<file path="config.mk">
export PLATFORM = sky130hd
export DESIGN_NAME = mic_adc_reader
export DESIGN_NICKNAME = d
export VERILOG_FILES = /design/src/rtl/mic_adc_reader.sv
export SDC_FILE = /design/constraint.sdc
export NUM_CORES = 1
export LEC_CHECK = 0
export ABC_AREA = 1
export CAP_MARGIN = 30
export CORE_MARGIN = 3
export CORE_UTILIZATION = 30
export CTS_BUF_LIST = sky130_fd_sc_hd__clkbuf_2 sky130_fd_sc_hd__clkbuf_4 sky130_fd_sc_hd__clkbuf_8
export CTS_CLUSTER_DIAMETER = 40
export DETAILED_ROUTE_END_ITERATION = 7
export PLACE_DENSITY = 0.53
export SYNTH_ARGS = -nofsm -noshare
export SYNTH_HDL_FRONTEND = slang
export SYNTH_SLANG_ARGS = --single-unit
</file>
<file path="constraint.sdc">
create_clock -name clk_48 -period 2.6 [get_ports clk_48]
set_input_delay 0.52 -clock clk_48 [delete_from_list [all_inputs] [get_ports clk_48]]
set_output_delay 0.52 -clock clk_48 [all_outputs]
set_load 0.005 [all_outputs]
</file>
<file path="src/rtl/mic_adc_reader.sv">
// mic_adc_reader: periodic 10-bit serial ADC reader producing one microphone sample per frame
module mic_adc_reader #(
  parameter int CLK_DIV = 12,
  parameter int SAMPLE_PERIOD = 1000
) (
  input  logic       clk_48,
  input  logic       rst,
  input  logic       en,
  input  logic       adc_miso,
  output logic       adc_cs_n,
  output logic       adc_sclk,
  output logic [9:0] mic_sample,
  output logic       sample_valid,
  output logic       overrun
);
  typedef enum logic [2:0] {IDLE, CS_SETUP, SHIFT, CS_HOLD, DONE} state_t;
  localparam logic [15:0] PER_LAST = 16'(SAMPLE_PERIOD - 1);
  localparam logic [7:0] DIV_LAST = 8'(CLK_DIV - 1);
  state_t state;
  logic [15:0] per_cnt;
  logic [7:0] div_cnt;
  logic [4:0] edge_cnt;
  logic [9:0] shreg;
  logic [1:0] sync;
  logic tick;
  logic div_done;
  assign tick = per_cnt == 16'd0;
  assign div_done = div_cnt == DIV_LAST;
  // free-running frame period counter, tick at zero
  always_ff @(posedge clk_48) begin
    if (rst) per_cnt <= '0;
    else per_cnt <= (per_cnt == PER_LAST) ? '0 : per_cnt + 16'd1;
  end
  // two-flop synchronizer for the asynchronous ADC data line
  always_ff @(posedge clk_48) begin
    if (rst) sync <= '0;
    else sync <= {sync[0], adc_miso};
  end
  // frame sequencer: chip select, serial clock generation and bit capture
  always_ff @(posedge clk_48) begin
    if (rst) begin
      state <= IDLE;
      adc_cs_n <= 1'b1;
      adc_sclk <= 1'b0;
      mic_sample <= '0;
      sample_valid <= 1'b0;
      overrun <= 1'b0;
      div_cnt <= '0;
      edge_cnt <= '0;
      shreg <= '0;
    end else begin
      sample_valid <= 1'b0;
      overrun <= tick && state != IDLE;
      div_cnt <= (state == IDLE || state == DONE || div_done) ? '0 : div_cnt + 8'd1;
      case (state)
        IDLE: if (tick && en) begin
          state <= CS_SETUP;
          adc_cs_n <= 1'b0;
          edge_cnt <= '0;
          shreg <= '0;
        end
        CS_SETUP: if (div_done) begin
          state <= SHIFT;
          adc_sclk <= 1'b1;
          edge_cnt <= 5'd1;
        end
        SHIFT: if (div_done) begin
          if (adc_sclk) adc_sclk <= 1'b0;
          else if (edge_cnt == 5'd16) begin
            state <= CS_HOLD;
            adc_cs_n <= 1'b1;
          end else begin
            adc_sclk <= 1'b1;
            edge_cnt <= edge_cnt + 5'd1;
            if (edge_cnt >= 5'd3 && edge_cnt <= 5'd12) shreg <= {shreg[8:0], sync[1]};
          end
        end
        CS_HOLD: if (div_done) begin
          state <= DONE;
          mic_sample <= shreg;
          sample_valid <= 1'b1;
        end
        default: state <= IDLE;
      endcase
    end
  end
endmodule
</file>
==> results.ini, run 1 <==
[synthesis]
post_synth_xor_area_fraction_pct = 3.300
synth.yosys.seq_area_share_pct = 43.75
post_synth.cell_area_avg_um2 = 7.211
synth.lib_cells_used.distinct = 28
synth_top_area_share_pct = 43.75
synthDominantAreaCellType = dfxtp_1
muxShareOfSynthArea_pct = 0
synth_adder_area_share_pct = 2.357
synth_simple_gate_area_share_pct = 30.93
synth-edff-count = 0
synth.yosys.warnings = 0
syn-num-nets = 377
synth_area_leaders = dfxtp_1 44%, nand2_1 9.9%, nor2_1 9.5%
synth_compound_area_share_pct = 10.09
post_synth_instance_area_um2 = 2654
ys_seq_elements = 58
ys_async_sr_fraction_pct = 0
postSynth.topFlopCell = dfxtp_1
cell_count_after_synthesis = 368
combinational_family_with_the_most_area_after_synthesis = simple AND/OR/NAND/NOR gates

[critical_path]
reg2reg_from = div_cnt[0]$_SDFF_PP0_
ff2ff_setup_slack_ns = 0.70
timing.critical_path.from_type = flip-flop
critical_path_arrival_ns = 2.14
setup.worst_path.end = shreg[1]$_SDFFE_PP0P_
criticalPathCategory = reg -> reg
critPathCaptureType = flip-flop
worst_r2r_endpoint = shreg[1]$_SDFFE_PP0P_
timing.reg2reg.worst_path_depth = 8
cp_max_fo = 20
worstSetupStartpoint = div_cnt[0]$_SDFF_PP0_
crit_required_ns = 2.84

[floorplanning]
start_util_pct = 31.66
chipHeight_um = 100.1
die-area_um2 = 10010
io_pins = 18
core_region_area_um2 = 8382
row_count = 33
die_width_um = 100.1

[timing]
fin_tns_setup_ns = 0
final-hold-violation-count = 0
achievable-frequency_ghz = 0.5263
clock_period_minus_final_worst_setup_slack_ns = 1.900
final.hold.worst_slack_ns = 0.4077
setup_repair_after_global_routing_missed_its_margin = no
period_utilisation_layout_pct = 73.08
finalSetupViolations = 0
tightestPinTransition_ns = 0.5551
clock_skew_ns = 0.009110
slew_headroom_pct = 62.90
drv_slew = 0

[job]
max_cap_viol_count = 0

[placement]
detailed_place.area_um2 = 2919
hpwlAfterDp_um = 3719
place.detailed.instances = 483
gp_congestion = 0.8140
io_buffer_count = 17

[clock_network]
cts_max_level = 3
cts_tree = yes
cts_buffer_depth = 2
ctsResizeCount = 0
clock_latency_on_the_worst_skew_pair_ns = 0.34
cts.reportedPaths.clkPinSlew_ns = 0.07
cts_num_sinks = 58
cts_buffers = 9
cts_setup_buffers = 0
cts-root-buf = clkbuf_8
cts_hold_buffers = 0

[drt]
drt-pass1-iter-count = 4
via_per_inst = 4.451
ant_nets = 0
initialDrtViolationCount = 88
mean_routed_wirelength_per_cell_um = 10.59
drt_drc_violations_left = 0
finalWirelength_um = 5284
vias = 2221

[worst_hold_path]
hold_path.class = reg -> reg

[pwr]
power.static_leakage_nw = 1.285
ir_drop_v = 0.0003831
power_per_cell_area_nw_per_um2 = 922.2
finalPower_w = 0.002870

[cells_and_area]
fill_cells = 902
area.growth.synth_to_final_pct = 17.26
multiInputGateArea_um2 = 1239
final_cells = 499
design.final.nets = 398
diodes = 0
ff_latch_area_um2 = 1161
layout_cell_area_excl_fill_um2 = 3112
post_route_cells_drive_above_1_share_pct = 8.122

[global_routing]
antenna_found_initial = 0
pin_count_of_the_biggest_net_entering_global_routing = 26
number_of_global_route_vias_before_repair = 2085
grtUsageTotal_pct = 11.65
overflow = 0
wire_length_of_the_first_global_routing_pass_um = 9287

[status]
outcome = completed

registers in the layout (all words and copies together), names as in the netlist:
register and flops:
sample_valid 1, per_cnt 16, overrun 1, edge_cnt 5
shreg 10, sync 2, mic_sample 10, adc_cs_n 1
adc_sclk 1, div_cnt 8, state 3
cell usage after synthesis (2+ instances only):
cell type / count
nand3_1: 14
nor3_1: 9
nand4_1: 7
xor2_1: 7
nand2_1: 70
nand3b_1: 2
a21oi_1: 29
buf_4: 2
ha_1: 5
nand3_2: 5
dfxtp_1: 58
o21ai_0: 15
xnor2_1: 3
buf_2: 5
nor2_1: 67
nor3b_1: 4
a21oi_4: 2
clkbuf_1: 2
inv_1: 52
nor2_2: 2
stage by stage:
stage	setup slack, ns	util, %
5_1_grt	0.4904	37.12
3_5_place_dp	0.6281	34.83
4_1_cts	0.6863	37.12
2_1_floorplan	1.063	-
6_report	0.7000	37.12
3_3_place_gp	0.6445	34.83
critical path, cell delays in order, from the launching register on:
cell and delay (ns):
dfxtp_1 0.35, ha_1 0.23, nand3_2 0.12, nor2_4 0.21, nand2_2 0.11, a21oi_4 0.16, nand3_2 0.33, a21oi_1 0.24
nor2_1 0.06
area by class of cell:
| cell class | count | share of cell area (%) |
|---|---|---|
| tap | 105 | 4.222 |
| inverter | 52 | 6.273 |
| sequential | 58 | 37.31 |
| clock buffer | 9 | 3.981 |
| multi-input combinational | 248 | 39.81 |
| clock inverter | 7 | 2.212 |
| timing repair buffer | 20 | 6.192 |
cell usage in the layout, fill, tap and decap left out, drive strengths merged:
cell type	Yosys	routed
a211oi	1	1
or2	1	1
a21oi	31	31
o211ai	1	1
nand3b	2	2
dfxtp	58	58
bufinv	0	1
nor3b	4	4
nand2	71	71
clkinv	0	3
xnor2	3	3
nand3	19	19
clkdlybuf4s50	0	17
nor3	10	10
o21ai	15	15
nand4	7	7
and3	1	1
inv	52	53
xor2	7	7
clkbuf	2	9
buf	8	3
ha	5	5
nor2	70	70
clkinvlp	0	2
routing by layer:
metal  vias up  GRT usage (%)  share of wire, %
li1       1207              -                 -
met1       985          14.08                50
met2        20          18.62                44
met3         9          4.517               3.9
met4         0          4.663               1.7
met5         -              0                 0
worst min path at each step:
stage               slack (ns)            endpoint               start  depth (start not counted)
detailed placement        0.40  sync[1]$_SDFF_PP0_  sync[0]$_SDFF_PP0_                          2
CTS                       0.41  sync[1]$_SDFF_PP0_  sync[0]$_SDFF_PP0_                          2
floorplan                 0.39  sync[1]$_SDFF_PP0_  sync[0]$_SDFF_PP0_                          2
global route              0.42  sync[1]$_SDFF_PP0_  sync[0]$_SDFF_PP0_                          2
global placement          0.40  sync[1]$_SDFF_PP0_  sync[0]$_SDFF_PP0_                          2
finish                    0.41  sync[1]$_SDFF_PP0_  sync[0]$_SDFF_PP0_                          2
report_power, final:
group	switching, W	internal (W)
clock	0.000375	0.000440
sequential	0.0000922	0.00104
combinational	0.000600	0.000327
kinds of logic after synthesis:
family	count (synthesis)
buffers and inverters	62
XOR/XNOR	10
AO/OA/AOI/OAI	48
adder cells (fa/ha/maj)	5
flip-flops	58
AND/OR/NAND/NOR	185
No activity file was read; power rests on OpenSTA's default activity.
==> run 2, diff against run 1 <==
--- a/config.mk
+++ b/config.mk
@@ -12,7 +12,7 @@
 export CTS_BUF_LIST = sky130_fd_sc_hd__clkbuf_2 sky130_fd_sc_hd__clkbuf_4 sky130_fd_sc_hd__clkbuf_8
 export CTS_CLUSTER_DIAMETER = 40
 export DETAILED_ROUTE_END_ITERATION = 7
-export PLACE_DENSITY = 0.53
+export PLACE_DENSITY = 0.55
 export SYNTH_ARGS = -nofsm -noshare
 export SYNTH_HDL_FRONTEND = slang
 export SYNTH_SLANG_ARGS = --single-unit
==> constraint.sdc (replaced) <==
create_clock -name clk_48 -period 1.65 [get_ports clk_48]
set_input_delay 0.33 -clock clk_48 [delete_from_list [all_inputs] [get_ports clk_48]]
set_output_delay 0.33 -clock clk_48 [all_outputs]
set_load 0.005 [all_outputs]
==> run 2 against run 1 <==
The run now ends with negative setup slack left. Via count rose by 6.9%. Critical path type unchanged. Worst hold slack improved by 0.010 ns. Largest cell class unchanged. Die area unchanged.
==> results.ini, run 2 (synthesis results as in run 1) <==
[drt]
met1_length_um = 2716  ; +2.4%
vias = 2374  ; +6.9%
initialDrtViolationCount = 71  ; -19%
ant_nets = 0  ; unchanged
mean_routed_wirelength_per_cell_um = 11.24  ; +6.2%
met3_wirelength_um = 217  ; +5.9%
highest-signal-layer = met4
drt-pass1-iter-count = 4  ; unchanged
drt_drc_violations_left = 0  ; unchanged
via_per_inst = 4.557  ; +2.4%
finalWirelength_um = 5858  ; +11%
met2_wl_um = 2814  ; +20%

[timing]
final_critical_path_setup_slack_ns = -0.01056  ; -0.7105 ns
slew_headroom_pct = 74.68  ; +12 points
clock_skew_ns = 0.006774  ; -0.002336 ns
finalSetupViolations = 2  ; +2
final-hold-violation-count = 0  ; unchanged
achievable-frequency_ghz = 0.6022  ; +14%
final.hold.worst_slack_ns = 0.4180  ; +0.01031 ns
clock_period_minus_final_worst_setup_slack_ns = 1.661  ; -0.2395 ns
period_utilisation_layout_pct = 100.6  ; +28 points
tightestPinTransition_ns = 0.3768  ; -0.1782 ns
setup_repair_after_global_routing_missed_its_margin = yes
fin_tns_setup_ns = -0.02053  ; -0.02053 ns
drv_slew = 0  ; unchanged

[global_routing]
grtUsageTotal_pct = 11.81  ; +0.16 points
overflow = 0  ; unchanged
pin_count_of_the_biggest_net_entering_global_routing = 26  ; unchanged
antenna_found_initial = 0  ; unchanged
number_of_global_route_vias_before_repair = 2202  ; +5.6%
wire_length_of_the_first_global_routing_pass_um = 9501  ; +2.3%

[placement]
gp_congestion = 0.8265  ; +1.5%
io_buffer_count = 17  ; unchanged
place.detailed.instances = 494  ; +2.3%
detailed_place.area_um2 = 3027  ; +3.7%
hpwlAfterDp_um = 3856  ; +3.7%

[floorplanning]
io_pins = 18  ; unchanged
row_count = 33  ; unchanged
core_region_area_um2 = 8382  ; unchanged
chipHeight_um = 100.1  ; unchanged
die_width_um = 100.1  ; unchanged
die-area_um2 = 10010  ; unchanged
start_util_pct = 31.66  ; unchanged

[pwr]
sequentialPowerShare_pct = 31.2  ; -8.1 points
netSwitchingPower_w = 0.001920  ; +80%
finalPower_w = 0.005788  ; +100%
share_comb_of_total_power_pct = 38.1  ; +5.8 points
power.share.clock_pct = 30.7  ; +2.3 points
power_per_cell_area_nw_per_um2 = 1635  ; +77%
power.static_leakage_nw = 1.478  ; +15%
cell_internal_power_dissipation_w = 0.003868  ; +110%
power.switching_fraction_pct = 33.18  ; -4.0 points
ir_drop_v = 0.0005317  ; +39%

[clock_network]
cts_hold_buffers = 0  ; unchanged
cts.reportedPaths.clkPinSlew_ns = 0.07  ; about the same
cts_buffer_depth = 2  ; unchanged
clock_latency_on_the_worst_skew_pair_ns = 0.34  ; about the same
cts_tree = yes
cts_num_sinks = 58  ; unchanged
cts_buffers = 9  ; unchanged
cts_max_level = 3  ; unchanged
cts-root-buf = clkbuf_8

[cells_and_area]
layout_cell_area_excl_fill_um2 = 3541  ; +14%
post_route_cells_drive_above_1_share_pct = 19.71  ; +12 points
design.final.nets = 420  ; +5.5%
biggestRegsByFlops = per_cnt x16, mic_sample x10, shreg x10
area.growth.synth_to_final_pct = 33.43
layout.cells.most_common_list = 63 x nand2_1, 62 x nor2_1, 51 x inv_1
largest_register_ffs = 16  ; unchanged
final_cells = 521  ; +4.4%
diodes = 0  ; unchanged
layout.cells.most_common = nand2_1
largest-register = per_cnt

[critical_path]
critPathCaptureType = flip-flop
crit_required_ns = 1.88  ; -0.96 ns
criticalPathCategory = reg -> reg
cp_slowest_cell = dfxtp_2
max_stage_delay_ns = 0.35  ; about the same
crit_path_frequent_cell = nand3_4
cp_max_fo = 7  ; -65%
path_cells = ha_4 -> nand3_4 -> nor2_4 -> nand2_4 -> a21oi_4 -> nand3_4 -> clkbuf_16 -> a21oi_1 -> nor2_1
timing.critical_path.from_type = flip-flop
cp.buffers_inverters = 1  ; +1
critPathTopFamily = simple AND/OR/NAND/NOR gates
critical_path_arrival_ns = 1.89  ; -0.25 ns

[worst_hold_path]
hold_path.class = reg -> reg

[job]
max_cap_viol_count = 0  ; unchanged

[status]
failing_checks = negative setup slack
outcome = complete, but fails checks

## run 2: changes by cell type in the layout (fill, tap and decap cells not counted), moves of 4 or more
cell	delta
nand2_2	+4
nand2_1	-7
dfxtp_2	+8
nor2_1	-5
nor2_2	+4
buf_4	+16
dfxtp_1	-8
## run 2: worst register-to-register path: stages, from the launching register on
cell       delay, ns
dfxtp_2         0.35
ha_4            0.15
nand3_4         0.07
nor2_4          0.18
nand2_4         0.09
a21oi_4         0.19
nand3_4         0.15
clkbuf_16       0.19
a21oi_1         0.13
nor2_1          0.05
## run 2: what timing repair did
action,4_1_cts,5_1_grt
buffers inserted,0,8
setup endpoints to repair,0,20
gates resized for setup,0,37
## run 2: final timing paths
| check | startpoint | end | slack (ns) | cells past startpoint |
|---|---|---|---|---|
| worst max register to register | div_cnt[1]$_SDFF_PP0_ | shreg[6]$_SDFFE_PP0P_ | -0.01 | 9 |
| worst min register to register | sync[0]$_SDFF_PP0_ | sync[1]$_SDFF_PP0_ | 0.42 | 2 |
| worst max-delay path | div_cnt[1]$_SDFF_PP0_ | shreg[6]$_SDFFE_PP0P_ | -0.01 | 9 |
| worst min-delay path | sync[0]$_SDFF_PP0_ | sync[1]$_SDFF_PP0_ | 0.42 | 2 |
## run 2: layout make-up
cell class                 instances  area (µm²)
sequential                        58        1171
multi-input combinational        248        1348
tap                              105       131.4
clock buffer                      11       145.1
clock inverter                     5       125.1
inverter                          52       195.2
fill                             846        4841
timing repair buffer              42       425.4
## run 2: power groups by stage
| stage | Clock, W | Combinational [W] | Sequential [W] |
|---|---|---|---|
| finish | 0.00178 | 0.00220 | 0.00181 |
| global route | 0.00189 | 0.00248 | 0.00183 |
| CTS | 0.00183 | 0.00161 | 0.00179 |
| detailed placement | 0 | 0.00161 | 0.00182 |
| global placement | 0 | 0.00157 | 0.00181 |
| floorplan | 0 | 0.00123 | 0.00178 |
## run 2: stage by stage
step                util, %  worst slack [ns]
floorplan                 -            0.1127
global placement      36.11           0.03434
global route          42.25           -0.1329
detailed placement    36.11          0.005710
CTS                   39.33          0.008980
finish                42.25          -0.01056
## run 2: routing by layer
metal / up-vias / global-route usage [%]
met5: - / 0
met4: 0 / 6.218
met3: 10 / 3.753
met2: 41 / 18.68
met1: 1083 / 14.33
li1: 1240 / -
==> run 3, diff against run 2 <==
--- a/config.mk
+++ b/config.mk
@@ -7,12 +7,12 @@
 export LEC_CHECK = 0
 export ABC_AREA = 1
 export CAP_MARGIN = 30
-export CORE_MARGIN = 3
 export CORE_UTILIZATION = 30
 export CTS_BUF_LIST = sky130_fd_sc_hd__clkbuf_2 sky130_fd_sc_hd__clkbuf_4 sky130_fd_sc_hd__clkbuf_8
 export CTS_CLUSTER_DIAMETER = 40
 export DETAILED_ROUTE_END_ITERATION = 7
 export PLACE_DENSITY = 0.55
+export SLEW_MARGIN = 10
 export SYNTH_ARGS = -nofsm -noshare
 export SYNTH_HDL_FRONTEND = slang
 export SYNTH_SLANG_ARGS = --single-unit
==> run 3 against run 2 <==
Global-route usage grew 1.2 points. Via count shrank 2.9%. Critical endpoint is now shreg[2]$_SDFFE_PP0P_. Utilization is 1.6 points lower. Worst hold slack improved by 0.0029 ns. The flow now finishes without violations. Sequential power barely moved. Critical path type unchanged. Clock skew is 0.0036 ns lower. Count of clock-buffer cells in the layout increased by 2. Clock power is 24% lower. Combinational power decreased by 12%.
==> results.ini, run 3 (synthesis results as in run 1) <==
[timing]
final-hold-violation-count = 0  ; unchanged
final_critical_path_setup_slack_ns = 0.05446  ; +0.06502 ns
fin_tns_setup_ns = 0  ; +0.02053 ns
finalSetupViolations = 0  ; -2
slew_headroom_pct = 76.59  ; +1.9 points
tightestPinTransition_ns = 0.3485  ; -0.02838 ns
achievable-frequency_ghz = 0.6267  ; +4.1%
drv_slew = 0  ; unchanged
period_utilisation_layout_pct = 96.70  ; -3.9 points
clock_period_minus_final_worst_setup_slack_ns = 1.596  ; -0.06502 ns
clock_skew_ns = 0.003219  ; -0.003555 ns
setup_repair_after_global_routing_missed_its_margin = yes

[cells_and_area]
largest-register = per_cnt
layout.cells.most_common = nor2_1
layout_cell_area_excl_fill_um2 = 3403  ; -3.9%
final_core_util_pct = 40.60  ; -1.6 points
final_cells = 515  ; -1.2%
largest_register_ffs = 16  ; unchanged
post_route_cells_drive_above_1_share_pct = 17.56  ; -2.2 points
diodes = 0  ; unchanged
fill_cells = 850  ; +0.47%
biggestRegsByFlops = per_cnt x16, mic_sample x10, shreg x10
design.final.nets = 415  ; -1.2%
layout.cells.most_common_list = 66 x nor2_1, 64 x nand2_1, 50 x inv_1, 50 x dfxtp_1, 26 x a21oi_1
area.growth.synth_to_final_pct = 28.24

[placement]
io_buffer_count = 17  ; unchanged
gp_congestion = 0.8052  ; -2.6%
detailed_place.area_um2 = 3019  ; -0.25%
hpwlAfterDp_um = 3717  ; -3.6%
place_ws_ns = 0.01447  ; +0.008763 ns
place.detailed.instances = 493  ; -0.20%

[pwr]
share_comb_of_total_power_pct = 38.0  ; about the same
sequentialPowerShare_pct = 35.4  ; +4.2 points
power.switching_fraction_pct = 35.02  ; +1.8 points
power.static_leakage_nw = 1.411  ; -4.5%
power_per_cell_area_nw_per_um2 = 1501  ; -8.2%
ir_drop_v = 0.0005612  ; +5.5%
cell_internal_power_dissipation_w = 0.003320  ; -14%
power.share.clock_pct = 26.6  ; -4.1 points
netSwitchingPower_w = 0.001789  ; -6.8%

[clock_network]
cts.reportedPaths.clkPinSlew_ns = 0.06  ; about the same
cts_max_level = 3  ; unchanged
cts_buffers = 9  ; unchanged
clock_latency_on_the_worst_skew_pair_ns = 0.33  ; about the same
cts_num_sinks = 58  ; unchanged
cts-root-buf = clkbuf_8
cts_buffer_depth = 2  ; unchanged
cts_tree = yes

[critical_path]
timing.reg2reg.worst_path_depth = 9  ; unchanged
cp.buffers_inverters = 1  ; unchanged
cp_max_fo = 10  ; +3
criticalPathCategory = reg -> reg
crit_path_frequent_cell = nand3_4
path_cells = ha_4 -> nand3_4 -> nor2_4 -> nand2_2 -> a21oi_4 -> nand3_4 -> buf_12 -> a21oi_1 -> nor2_1
worst-path-stages = 9  ; unchanged
cp_slowest_cell = dfxtp_4
crit_required_ns = 1.88  ; about the same
critical_path_arrival_ns = 1.82  ; -0.07 ns
critPathCaptureType = flip-flop
critPathTopFamily = simple AND/OR/NAND/NOR gates
max_stage_delay_ns = 0.36  ; about the same
timing.critical_path.from_type = flip-flop

[drt]
initialDrtViolationCount = 82  ; +15%
drt-pass1-iter-count = 4  ; unchanged
ant_nets = 0  ; unchanged
mean_routed_wirelength_per_cell_um = 10.54  ; -6.3%
drt_drc_violations_left = 0  ; unchanged
finalWirelength_um = 5428  ; -7.3%
via_per_inst = 4.478  ; -1.7%
vias = 2306  ; -2.9%

[floorplanning]
start_util_pct = 31.66  ; unchanged
die-area_um2 = 9227  ; -7.8%
core_region_area_um2 = 8382  ; unchanged
die_width_um = 96.06  ; -4.0%
chipHeight_um = 96.06  ; -4.0%
row_count = 33  ; unchanged
io_pins = 18  ; unchanged

[worst_hold_path]
hold_depth = 2  ; unchanged
hold_path.class = reg -> reg

[global_routing]
grtUsageTotal_pct = 12.99  ; +1.2 points
wire_length_of_the_first_global_routing_pass_um = 9211  ; -3.1%
pin_count_of_the_biggest_net_entering_global_routing = 26  ; unchanged
overflow = 0  ; unchanged
antenna_found_initial = 0  ; unchanged
number_of_global_route_vias_before_repair = 2142  ; -2.7%

[job]
max_cap_viol_count = 0  ; unchanged

[status]
outcome = completed

run 3: changes by cell type in the layout (fill, tap and decap cells not counted), moves of 2 or more:
cell,before,now
nand2_4,3,1
nor2_2,6,2
nor2_1,62,66
buf_4,19,15
bufinv_16,4,1
clkbuf_8,10,12
run 3: power by group through the flow:
stage | Combinational, W | Clock [W] | Sequential, W
CTS | 0.00159 | 0.00141 | 0.00178
floorplan | 0.00123 | 0 | 0.00178
finish | 0.00194 | 0.00136 | 0.00181
global route | 0.00221 | 0.00146 | 0.00184
detailed placement | 0.00159 | 0 | 0.00181
global placement | 0.00156 | 0 | 0.00181
run 3: worst min-delay path, cell delays in order, from the launching register on:
cell and delay [ns]:
dfxtp_1 0.29, inv_1 0.05, nor2_1 0.03
run 3: worst paths after layout:
kind	endpoint	slack [ns]	start
min reg2reg	sync[1]$_SDFF_PP0_	0.42	sync[0]$_SDFF_PP0_
min	sync[1]$_SDFF_PP0_	0.42	sync[0]$_SDFF_PP0_
max reg2reg	shreg[2]$_SDFFE_PP0P_	0.05	div_cnt[0]$_SDFF_PP0_
max	shreg[2]$_SDFFE_PP0P_	0.05	div_cnt[0]$_SDFF_PP0_
run 3: per-stage QoR:
| stage | hold WS [ns] | power [W] |
|---|---|---|
| 3_3_place_gp | 0.4140 | 0.003369 |
| 5_1_grt | 0.4281 | 0.005515 |
| 6_report | 0.4208 | 0.005109 |
| 3_5_place_dp | 0.4094 | 0.003401 |
| 2_1_floorplan | 0.3883 | 0.003013 |
| 4_1_cts | 0.4187 | 0.004791 |
run 3: area by class of cell:
type | instances | area, µm² | area share, %
timing repair buffer | 37 | 370.4 | 10.88
multi-input combinational | 248 | 1325 | 38.93
inverter | 52 | 195.2 | 5.735
sequential | 58 | 1174 | 34.49
clock inverter | 2 | 35.03 | 1.029
tap | 105 | 131.4 | 3.860
clock buffer | 13 | 172.7 | 5.074
run 3: repair_timing:
item / in CTS / in global routing
resized for setup: 0 / 32
buffers inserted: 0 / 5
endpoints found under the setup margin: 0 / 28
hold buffers: 0 / 0
run 3: per-layer routing:
layer	track usage, %	up-vias	part of all wire (%)
met5	0	-	0
met4	7.090	0	2.0
li1	-	1235	-
met2	20.27	35	46
met3	3.318	9	3.2
met1	16.30	1027	49
